--- src/rtl/mac_pkg.sv ---
// Shared types and default widths for the multiply/multiply-accumulate unit.
// Also used by the ALU control and hazard unit.
package mac_pkg;

  typedef enum logic [1:0] {
    MAC_IDLE = 2'd0,
    MAC_BUSY = 2'd1,
    MAC_DONE = 2'd2
  } mac_state_t;

  localparam int MAC_DATA_W = 32;
  localparam int MAC_ACC_W  = 64;

endpackage

--- src/rtl/mac_acc_add.sv ---
// Accumulator next-value logic: clear mux followed by an ACC_W adder.
// Defining MAC_SAT_EN makes the add saturate to all ones instead of wrapping.
module mac_acc_add
  import mac_pkg::*;
#(
  parameter int ACC_W = MAC_ACC_W
) (
  input  logic [ACC_W-1:0] acc,
  input  logic [ACC_W-1:0] addend,
  input  logic             add_en,
  input  logic             clr,
  output logic [ACC_W-1:0] acc_next
);

`ifdef MAC_SAT_EN
  function automatic logic [ACC_W-1:0] acc_sum(input logic [ACC_W-1:0] a,
                                               input logic [ACC_W-1:0] b);
    logic [ACC_W:0] s;
    s = {1'b0, a} + {1'b0, b};
    return s[ACC_W] ? '1 : s[ACC_W-1:0];
  endfunction
`else
  function automatic logic [ACC_W-1:0] acc_sum(input logic [ACC_W-1:0] a,
                                               input logic [ACC_W-1:0] b);
    return a + b;
  endfunction
`endif

  logic [ACC_W-1:0] base;

  // A clear coinciding with an accumulate leaves just the new product.
  always_comb begin
    base     = clr ? '0 : acc;
    acc_next = add_en ? acc_sum(base, addend) : base;
  end

endmodule

--- src/rtl/mac_unit.sv ---
// Multi-cycle shift-add multiplier with optional accumulate into a persistent
// accumulator; MAC_SAT_EN selects saturating instead of wrapping accumulation.
module mac_unit
  import mac_pkg::*;
#(
  parameter int DATA_W = MAC_DATA_W,
  parameter int ACC_W  = MAC_ACC_W,
  parameter int CNT_W  = $clog2(DATA_W)
) (
  input  logic              clk,
  input  logic              arst_n,
  input  logic              in_valid,
  output logic              in_ready,
  input  logic              mac_select,
  input  logic              acc_clr,
  input  logic [DATA_W-1:0] op_a,
  input  logic [DATA_W-1:0] op_b,
  output logic              out_valid,
  input  logic              out_ready,
  output logic [DATA_W-1:0] result,
  output logic [ACC_W-1:0]  acc,
  output logic              busy
);

  localparam int              PW       = 2 * DATA_W;
  localparam logic [CNT_W-1:0] CNT_LAST = CNT_W'(DATA_W - 1);

  mac_state_t        state, state_next;
  logic [PW-1:0]     mcand;
  logic [DATA_W-1:0] mplier;
  logic [PW-1:0]     product;
  logic [PW-1:0]     product_next;
  logic [CNT_W-1:0]  cnt;
  logic              is_mac;
  logic              accept;
  logic              last;
  logic [ACC_W-1:0]  addend;
  logic [ACC_W-1:0]  acc_next;

  always_ff @(posedge clk or negedge arst_n) begin
    if (!arst_n) state <= MAC_IDLE;
    else         state <= state_next;
  end

  always_comb begin
    state_next = state;
    case (state)
      MAC_IDLE: if (in_valid)  state_next = MAC_BUSY;
      MAC_BUSY: if (last)      state_next = MAC_DONE;
      MAC_DONE: if (out_ready) state_next = MAC_IDLE;
      default:                 state_next = MAC_IDLE;
    endcase
  end

  // Handshake outputs depend on state only, keeping inputs off the ready path.
  always_comb begin
    in_ready = (state == MAC_IDLE);
    busy     = (state != MAC_IDLE);
  end

  assign accept       = in_ready & in_valid;
  assign last         = (state == MAC_BUSY) && (cnt == CNT_LAST);
  assign product_next = product + (mplier[0] ? mcand : '0);

  always_comb begin
    addend        = '0;
    addend[PW-1:0] = product_next;
  end

  mac_acc_add #(.ACC_W(ACC_W)) u_acc_add (
    .acc      (acc),
    .addend   (addend),
    .add_en   (last & is_mac),
    .clr      (acc_clr),
    .acc_next (acc_next)
  );

  always_ff @(posedge clk or negedge arst_n) begin
    if (!arst_n) begin
      mcand     <= '0;
      mplier    <= '0;
      product   <= '0;
      cnt       <= '0;
      is_mac    <= 1'b0;
      result    <= '0;
      acc       <= '0;
      out_valid <= 1'b0;
    end else begin
      acc <= acc_next;
      if (accept) begin
        mcand   <= PW'(op_a);
        mplier  <= op_b;
        is_mac  <= mac_select;
        product <= '0;
        cnt     <= '0;
      end else if (state == MAC_BUSY) begin
        product <= product_next;
        mcand   <= mcand << 1;
        mplier  <= mplier >> 1;
        cnt     <= cnt + CNT_W'(1);
        if (last) result <= is_mac ? acc_next[DATA_W-1:0] : product_next[DATA_W-1:0];
      end
      if (last)                                out_valid <= 1'b1;
      else if (state == MAC_DONE && out_ready) out_valid <= 1'b0;
    end
  end

endmodule

--- config.mk ---
export PLATFORM = sky130hd
export DESIGN_NAME = mac_unit
export DESIGN_NICKNAME = d
export VERILOG_FILES = /design/src/rtl/mac_pkg.sv /design/src/rtl/mac_acc_add.sv /design/src/rtl/mac_unit.sv
export SDC_FILE = /design/constraint.sdc
export NUM_CORES = 1
export LEC_CHECK = 0
export CELL_PAD_IN_SITES_DETAIL_PLACEMENT = 1
export CELL_PAD_IN_SITES_GLOBAL_PLACEMENT = 1
export CORE_MARGIN = 2
export CORE_UTILIZATION = 41
export CTS_CLUSTER_SIZE = 24
export DETAILED_ROUTE_END_ITERATION = 10
export GPL_ROUTABILITY_DRIVEN = 1
export PLACE_DENSITY_LB_ADDON = 0.05
export REMOVE_ABC_BUFFERS = 1
export SLEW_MARGIN = 10
export SYNTH_ARGS = -nofsm -noshare
export SYNTH_HDL_FRONTEND = slang
export SYNTH_HIERARCHICAL = 1
export SYNTH_SLANG_ARGS = --single-unit
export TNS_END_PERCENT = 50
--- constraint.sdc ---
create_clock -name clk -period 5 [get_ports clk]
set_input_delay 1 -clock clk [delete_from_list [all_inputs] [get_ports clk]]
set_output_delay 1 -clock clk [all_outputs]
set_load 0.05 [all_outputs]
==> flow_results.xml, run 1 <==
<?xml version="1.0" encoding="UTF-8"?>
<metrics>
  <group name="floorplanning">
    <metric name="fp.dieArea" unit="um^2">49600</metric>
    <metric name="floorplan.initialDensity" unit="">0.413</metric>
    <metric name="floorplan.rows" unit="">80</metric>
    <metric name="die-height" unit="um">223</metric>
    <metric name="core_area" unit="um^2">47400</metric>
    <metric name="io_pins" unit="">169</metric>
    <metric name="die_width" unit="um">223</metric>
  </group>
  <group name="timing">
    <metric name="min_period" unit="ps">5470</metric>
    <metric name="post-route-worst-setup-slack" unit="ps">-471</metric>
    <metric name="fin_crit_sh" unit="">1.09</metric>
    <metric name="finalSetupTns" unit="ps">-15620</metric>
    <metric name="max-slew-margin-rel" unit="">0.304</metric>
    <metric name="timing_worst_slew_pin_value" unit="ps">1040</metric>
    <metric name="worst_clock_skew" unit="ps">28.9</metric>
    <metric name="timing.final.setup_violations" unit="">53</metric>
    <metric name="unrepaired_setup_endpoints_after_global_routing" unit="">true</metric>
    <metric name="finalHoldViolCount" unit="">0</metric>
    <metric name="report.final.slew_viol_count" unit="">0</metric>
    <metric name="max_freq" unit="MHz">183</metric>
  </group>
  <group name="detailed_routing">
    <metric name="drc_errors" unit="">0</metric>
    <metric name="vias_post_dr" unit="">21500</metric>
    <metric name="routed_wirelength" unit="um">88200</metric>
    <metric name="detail_route.wl_per_cell" unit="um">24.0</metric>
    <metric name="avgViaCountPerCell" unit="">5.85</metric>
    <metric name="ant_nets" unit="">0</metric>
    <metric name="drt-pass1-iter-count" unit="">6</metric>
    <metric name="detail_route.iter0.violations" unit="">1492</metric>
  </group>
  <group name="logic_synthesis">
    <metric name="synthTopCellsByArea" unit="">dfrtp_1 (34%), ha_1 (8.2%), nand2_1 (7.2%)</metric>
    <metric name="synth-seq-area-share" unit="">0.338</metric>
    <metric name="library_cell_with_the_highest_instance_count_after_synthesis" unit="">nand2_1</metric>
    <metric name="post_synth.cell_area_avg" unit="um^2">8.46</metric>
    <metric name="synth_commonest_cells" unit="">nand2_1 (376), dfrtp_1 (265), a21oi_1 (178), o21ai_0 (177), ha_1 (128)</metric>
    <metric name="synth-edff-count" unit="">0</metric>
    <metric name="synth_top_area_frac" unit="">0.338</metric>
    <metric name="yosysWarningCount" unit="">6</metric>
    <metric name="async_reset_ff_frac" unit="">1.00</metric>
    <metric name="yosys.area.top_type" unit="">dfrtp_1</metric>
    <metric name="synth_cells" unit="">2317</metric>
    <metric name="synth_cell_types" unit="">99</metric>
    <metric name="postSynthRegisterBits" unit="">265</metric>
    <metric name="synth_ff_type" unit="">dfrtp_1</metric>
    <metric name="post_synth_instance_area" unit="um^2">19600</metric>
  </group>
  <group name="worst_setup_path">
    <metric name="worstSetupEndpoint" unit="">result[27]</metric>
    <metric name="critical_path.top_delay_family" unit="">compound AO/OA/AOI/OAI gates</metric>
    <metric name="cp.required" unit="ps">5400</metric>
    <metric name="crit_path_max_fanout" unit="">5</metric>
    <metric name="worst-endpoint-arrival" unit="ps">5870</metric>
    <metric name="crit_path_start" unit="">mplier[0]</metric>
    <metric name="cp_num_cells" unit="">28</metric>
    <metric name="timing.critical_path.to_type" unit="">flip-flop</metric>
    <metric name="cp_num_buf_inv" unit="">7</metric>
    <metric name="worst_r2r_endpoint" unit="">result[27]</metric>
    <metric name="cpMaxStageDelayCell" unit="">dfrtp_2</metric>
    <metric name="crit_top_cell" unit="">buf_6</metric>
    <metric name="critPathLaunchType" unit="">flip-flop</metric>
    <metric name="critical_path_class" unit="">reg -&gt; reg</metric>
    <metric name="r2r_setup_slack" unit="ps">-470</metric>
    <metric name="slowest_delay" unit="ps">470</metric>
    <metric name="rr_startpoint" unit="">mplier[0]</metric>
    <metric name="r2r_cells" unit="">28</metric>
  </group>
  <group name="finish">
    <metric name="syn2layout_area_growth" unit="%">53.8</metric>
    <metric name="postLayoutCoreUtil" unit="">0.635</metric>
    <metric name="design.final.nets" unit="">3240</metric>
    <metric name="final_cell_count_no_fill" unit="">3678</metric>
    <metric name="filler_cell_count" unit="">5359</metric>
    <metric name="fin_area" unit="um^2">30200</metric>
    <metric name="n_antenna_cell" unit="">0</metric>
    <metric name="drive_gt1_frac" unit="">0.373</metric>
  </group>
  <group name="placed_design">
    <metric name="place.gp.congestion" unit="">0.942</metric>
    <metric name="buffer_ports.inserted" unit="">168</metric>
    <metric name="post-dp-hpwl" unit="um">56800</metric>
    <metric name="dpl_worst_slack" unit="ps">-802</metric>
    <metric name="dp_cells" unit="">3517</metric>
    <metric name="place_area" unit="um^2">25600</metric>
  </group>
  <group name="global_routing">
    <metric name="grt_overflow_total" unit="">0</metric>
    <metric name="track_usage" unit="">0.317</metric>
    <metric name="first_global_vias" unit="">22300</metric>
    <metric name="grt_first_pass_wirelength" unit="um">125000</metric>
    <metric name="grt_start_max_net_pins" unit="">96</metric>
    <metric name="antenna_found_initial" unit="">1</metric>
  </group>
  <group name="min_path">
    <metric name="hold_path_class" unit="">in -&gt; async</metric>
  </group>
  <group name="clocking">
    <metric name="h-tree-depth" unit="">2</metric>
    <metric name="clk_path_buf_depth" unit="">3</metric>
    <metric name="cts_tree" unit="">yes</metric>
    <metric name="cts_clock_pin_slew_for_the_worst_setup_and_hold_paths" unit="ps">60</metric>
    <metric name="tritoncts.num_buffers" unit="">35</metric>
    <metric name="cts.sinks" unit="">265</metric>
    <metric name="clkLatencyLatePin" unit="ps">570</metric>
    <metric name="clock_tree.root_cell" unit="">clkbuf_16</metric>
  </group>
  <group name="power">
    <metric name="pwr_density_cell" unit="nW/um^2">732</metric>
    <metric name="ir_drop_worst_vdd" unit="mV">0.430</metric>
    <metric name="leakage_power_of_the_design" unit="nW">14.3</metric>
  </group>
  <group name="outcome">
    <metric name="violations" unit="">setup timing</metric>
    <metric name="status" unit="">complete, but fails checks</metric>
  </group>
  <group name="flow_run">
    <metric name="drv.max_cap_violation_count" unit="">0</metric>
  </group>
</metrics>
==> sequential cells by signal, indices dropped and copies added (netlist names) <==
| signal | flops |
|---|---|
| state | 2 |
| mplier | 32 |
| is_mac | 1 |
| result | 32 |
| product | 64 |
| acc | 64 |
| out_valid | 1 |
| mcand | 64 |
| cnt | 5 |
==> worst min path at each step <==
stage / startpoint / end / depth (start not counted)
global route: mplier[17] / mplier[17] / 2
global placement: mplier[28] / mplier[28] / 2
CTS: result[20] / result[20] / 2
finish: arst_n / result[23] / 1
floorplan: mplier[10] / mplier[10] / 2
detailed placement: mplier[29] / mplier[29] / 2
==> where the power goes <==
group	total, mW	internal [mW]	switching, mW	leakage [nW]
combinational	16.0	7.37	8.65	10.4
sequential	3.52	2.91	0.616	3.32
clock	2.54	1.48	1.06	0.547
==> cell families (layout without fill, tap and decap cells) <==
logic type | after synthesis | count (layout) | synth area share
multiplexers | 59 | 59 | 0.0329
buffers and inverters | 211 | 957 | 0.0500
AND/OR/NAND/NOR | 813 | 813 | 0.201
XOR/XNOR | 112 | 112 | 0.0500
flip-flops | 265 | 265 | 0.338
adder cells (fa/ha/maj) | 130 | 130 | 0.0837
AO/OA/AOI/OAI | 727 | 727 | 0.244
==> timing repair <==
item | 4_1_cts | 5_1_grt
gates resized for setup | 237 | 287
hold buffers | 0 | 0
endpoints found under the setup margin | 61 | 59
pin swaps | 92 | 142
gates cloned | 4 | 0
buffers inserted | 50 | 57
==> cells in the final DEF, fill, tap and decap left out, types with 42 or more instances in the layout <==
cell type and n:
buf_4 618, clkdlybuf4s50_1 166, and2_1 56, nand3_1 52, nand4_1 54, o21ai_0 126, a22oi_1 63, nor2_1 72
a21oi_2 42, ha_1 70, dfrtp_1 263, buf_6 49, a21o_1 85, nor2b_1 67, a21oi_1 117, inv_1 47
ha_4 51, nand2_1 363
==> stage by stage <==
| step | total power [mW] | hold WS, ps |
|---|---|---|
| global route | 23.2 | 510 |
| global placement | 15.5 | 458 |
| floorplan | 9.58 | 446 |
| detailed placement | 15.9 | 469 |
| finish | 22.1 | 466 |
| CTS | 19.9 | 482 |
==> per-layer routing <==
layer  wire length, um  track usage
met3              4300       0.0443
met5                13            0
met4              3140       0.0808
met1             38000        0.430
met2             42700        0.531
==> layout make-up <==
cell class	instances	area [um^2]	area share
Multi-Input combinational cell	1841	14400	0.477
Clock buffer	49	1020	0.0338
Timing Repair Buffer	843	7050	0.234
Sequential cell	265	6630	0.220
Inverter	54	210	0.00697
Tap cell	615	769	0.0255
Clock inverter	11	103	0.00340
==> worst reg2reg max path, delay by kind of cell, from the launching register on <==
kind                     cells  cell delay (ps)
AO/OA/AOI/OAI               10             1490
AND/OR/NAND/NOR              6             1110
buffers and inverters        7             1020
adder cells (fa/ha/maj)      2              600
flip-flops                   1              470
XOR/XNOR                     2              340
multiplexers                 1              270
(Power assumes the default switching activity.)
==> run 2: changes to the inputs <==
--- a/config.mk
+++ b/config.mk
@@ -5,10 +5,11 @@
 export SDC_FILE = /design/constraint.sdc
 export NUM_CORES = 1
 export LEC_CHECK = 0
+export ABC_AREA = 1
 export CELL_PAD_IN_SITES_DETAIL_PLACEMENT = 1
 export CELL_PAD_IN_SITES_GLOBAL_PLACEMENT = 1
 export CORE_MARGIN = 2
-export CORE_UTILIZATION = 41
+export CORE_UTILIZATION = 38
 export CTS_CLUSTER_SIZE = 24
 export DETAILED_ROUTE_END_ITERATION = 10
 export GPL_ROUTABILITY_DRIVEN = 1
==> flow_results.xml, run 2 <==
<?xml version="1.0" encoding="UTF-8"?>
<metrics>
  <group name="floorplanning">
    <metric name="die_width" unit="um">251</metric>
    <metric name="floorplan.initialDensity" unit="">0.385</metric>
    <metric name="die-height" unit="um">251</metric>
    <metric name="fp.dieArea" unit="um^2">63200</metric>
    <metric name="io_pins" unit="">169</metric>
    <metric name="core_area" unit="um^2">60500</metric>
    <metric name="floorplan.rows" unit="">90</metric>
  </group>
  <group name="logic_synthesis">
    <metric name="synth_cell_types" unit="">43</metric>
    <metric name="synthTopCellsByArea" unit="">dfrtp_1 (28%), nand2_1 (26%), inv_1 (14%)</metric>
    <metric name="post_synth.cell_area_avg" unit="um^2">5.97</metric>
    <metric name="synth-edff-count" unit="">0</metric>
    <metric name="synth-seq-area-share" unit="">0.285</metric>
    <metric name="synth_commonest_cells" unit="">nand2_1 (1626), inv_1 (865), dfrtp_1 (265), nor2_1 (250), nand3_1 (173)</metric>
    <metric name="synth_top_area_frac" unit="">0.285</metric>
    <metric name="yosysWarningCount" unit="">6</metric>
    <metric name="async_reset_ff_frac" unit="">1.00</metric>
    <metric name="post_synth_instance_area" unit="um^2">23300</metric>
    <metric name="library_cell_with_the_highest_instance_count_after_synthesis" unit="">nand2_1</metric>
    <metric name="synth_ff_type" unit="">dfrtp_1</metric>
    <metric name="postSynthRegisterBits" unit="">265</metric>
    <metric name="synth_cells" unit="">3900</metric>
    <metric name="yosys.area.top_type" unit="">dfrtp_1</metric>
  </group>
  <group name="detailed_routing">
    <metric name="avgViaCountPerCell" unit="">4.90</metric>
    <metric name="drt-pass1-iter-count" unit="">5</metric>
    <metric name="detail_route.wl_per_cell" unit="um">18.4</metric>
    <metric name="routed_wirelength" unit="um">90100</metric>
    <metric name="vias_post_dr" unit="">23900</metric>
    <metric name="detail_route.iter0.violations" unit="">1355</metric>
    <metric name="drc_errors" unit="">0</metric>
    <metric name="ant_nets" unit="">0</metric>
  </group>
  <group name="clocking">
    <metric name="post-cts-setup-buffers" unit="">0</metric>
    <metric name="h-tree-depth" unit="">2</metric>
    <metric name="cts.sinks" unit="">265</metric>
    <metric name="tritoncts.num_buffers" unit="">35</metric>
    <metric name="clkLatencyLatePin" unit="ps">580</metric>
    <metric name="clk_path_buf_depth" unit="">3</metric>
    <metric name="clock_tree.root_cell" unit="">clkbuf_16</metric>
    <metric name="postCtsHoldBufs" unit="">0</metric>
    <metric name="cts_clock_pin_slew_for_the_worst_setup_and_hold_paths" unit="ps">60</metric>
    <metric name="cts_tree" unit="">yes</metric>
  </group>
  <group name="finish">
    <metric name="fin_area" unit="um^2">27200</metric>
    <metric name="design.final.nets" unit="">4283</metric>
    <metric name="n_antenna_cell" unit="">0</metric>
    <metric name="layout.cells.most_common_list" unit="">nand2_1 (1626), inv_1 (863), dfrtp_1 (264), nor2_1 (249), nand3_1 (173)</metric>
    <metric name="reg_top3" unit="">acc: 64 flops, mcand: 64 flops, product: 64 flops</metric>
    <metric name="layout_commonest_cell" unit="">nand2_1</metric>
    <metric name="filler_cell_count" unit="">8336</metric>
    <metric name="drive_gt1_frac" unit="">0.0550</metric>
    <metric name="syn2layout_area_growth" unit="%">16.9</metric>
  </group>
  <group name="global_routing">
    <metric name="grt_first_pass_wirelength" unit="um">141000</metric>
    <metric name="grt_overflow_total" unit="">0</metric>
    <metric name="first_global_vias" unit="">24900</metric>
    <metric name="antenna_found_initial" unit="">0</metric>
    <metric name="grt_start_max_net_pins" unit="">98</metric>
    <metric name="track_usage" unit="">0.289</metric>
  </group>
  <group name="flow_run">
    <metric name="drv.max_cap_violation_count" unit="">0</metric>
  </group>
  <group name="worst_setup_path">
    <metric name="crit_path_max_fanout" unit="">56</metric>
    <metric name="worst_r2r_endpoint" unit="">result[24]</metric>
    <metric name="worstSetupEndpoint" unit="">result[24]</metric>
    <metric name="cp.required" unit="ps">5450</metric>
    <metric name="rr_startpoint" unit="">mplier[0]</metric>
    <metric name="r2r_cells" unit="">24</metric>
    <metric name="critical_path_class" unit="">reg -&gt; reg</metric>
    <metric name="worst-endpoint-arrival" unit="ps">5070</metric>
    <metric name="critPathLaunchType" unit="">flip-flop</metric>
    <metric name="r2r_setup_slack" unit="ps">380</metric>
    <metric name="crit_path_start" unit="">mplier[0]</metric>
    <metric name="timing.critical_path.to_type" unit="">flip-flop</metric>
  </group>
  <group name="outcome">
    <metric name="status" unit="">completed</metric>
  </group>
  <group name="placed_design">
    <metric name="buffer_ports.inserted" unit="">168</metric>
    <metric name="place_area" unit="um^2">26100</metric>
    <metric name="place.gp.congestion" unit="">0.920</metric>
    <metric name="post-dp-hpwl" unit="um">73600</metric>
  </group>
  <group name="timing">
    <metric name="finalSetupTns" unit="ps">0</metric>
    <metric name="final.hold.worst_slack" unit="ps">480</metric>
    <metric name="max-slew-margin-rel" unit="">0.229</metric>
    <metric name="fin_crit_sh" unit="">0.924</metric>
    <metric name="min_period" unit="ps">4620</metric>
    <metric name="unrepaired_setup_endpoints_after_global_routing" unit="">false</metric>
    <metric name="max_freq" unit="MHz">216</metric>
    <metric name="timing_worst_slew_pin_value" unit="ps">1160</metric>
    <metric name="timing.final.setup_violations" unit="">0</metric>
    <metric name="finalHoldViolCount" unit="">0</metric>
    <metric name="report.final.slew_viol_count" unit="">0</metric>
    <metric name="worst_clock_skew" unit="ps">34.4</metric>
  </group>
  <group name="min_path">
    <metric name="hold_path_class" unit="">reg -&gt; reg</metric>
    <metric name="min_path_cells" unit="">2</metric>
  </group>
  <group name="power">
    <metric name="ir_drop_worst_vdd" unit="mV">0.323</metric>
    <metric name="leakage_power_of_the_design" unit="nW">15.7</metric>
    <metric name="pwr_density_cell" unit="nW/um^2">658</metric>
    <metric name="report.power.total" unit="mW">17.9</metric>
  </group>
</metrics>
## run 2: logic make-up after synthesis
| kind of cell | share of synthesized area |
|---|---|
| and+or+nand+nor | 0.392 |
| AOI/OAI and AO/OA | 0.0705 |
| adders and majority gates | 0.0705 |
| DFF | 0.285 |
| buffers and inverters | 0.156 |
| xor gates and xnor gates | 0.0261 |
## run 2: cell type report
type / instances / area [um^2] / share of cell area
clock inverter: 11 / 109 / 0.00400
sequential: 265 / 6630 / 0.244
tap: 782 / 978 / 0.0360
timing repair buffer: 223 / 2130 / 0.0784
inverter: 878 / 3300 / 0.121
multi-input combinational: 2680 / 13000 / 0.479
clock buffer: 50 / 1020 / 0.0376
## run 2: metrics by stage
step,util,std cells,setup slack [ps]
after floorplan,-,3823,-1740
after global placement,0.431,4828,417
after detailed placement,0.431,4828,359
after CTS,0.450,4889,356
after global routing,0.450,4889,38.0
final,0.450,4889,379
## run 2: power by group
part | internal (mW) | total (mW) | leakage, nW | switching (mW)
combinational | 3.71 | 11.9 | 11.8 | 8.15
sequential | 2.96 | 3.50 | 3.34 | 0.543
clock | 1.48 | 2.54 | 0.544 | 1.06
## run 2: critical path, stage by stage (launching register included)
cell	delay [ps]
dfrtp_2	480
buf_12	200
nand2_1	90
inv_1	40
ha_1	340
nand2_1	130
nor2_1	280
nand3_1	160
nand3b_1	240
nand2_1	80
nand2_1	170
xnor2_1	140
buf_4	190
inv_1	50
ha_1	390
nand2_2	180
inv_1	60
nand2_1	60
nand2_1	80
a21oi_1	240
nand3_2	260
xnor2_1	250
o21ai_1	110
a22oi_1	200
nand2_1	80
## run 2: how the worst min path moves through the flow
stage	slack [ps]	from	endpoint
floorplan	450	mplier[30]	mplier[30]
global placement	470	mplier[10]	mplier[10]
detailed placement	470	mplier[10]	mplier[10]
CTS	480	mplier[10]	mplier[10]
global route	510	mplier[19]	mplier[19]
finish	480	mplier[2]	mplier[2]
## run 2: what timing repair did
item	4_1_cts	5_1_grt
endpoints found under the setup margin	0	8
hold endpoints to repair	0	0
resized for setup	0	1
## run 2: routing by layer
layer / routed length (um) / up-vias / GRT usage
met5: 0 / - / 0
met4: 2200 / 0 / 0.0721
met3: 3440 / 108 / 0.0313
met2: 39500 / 388 / 0.464
met1: 44900 / 11400 / 0.414
li1: - / 12000 / -
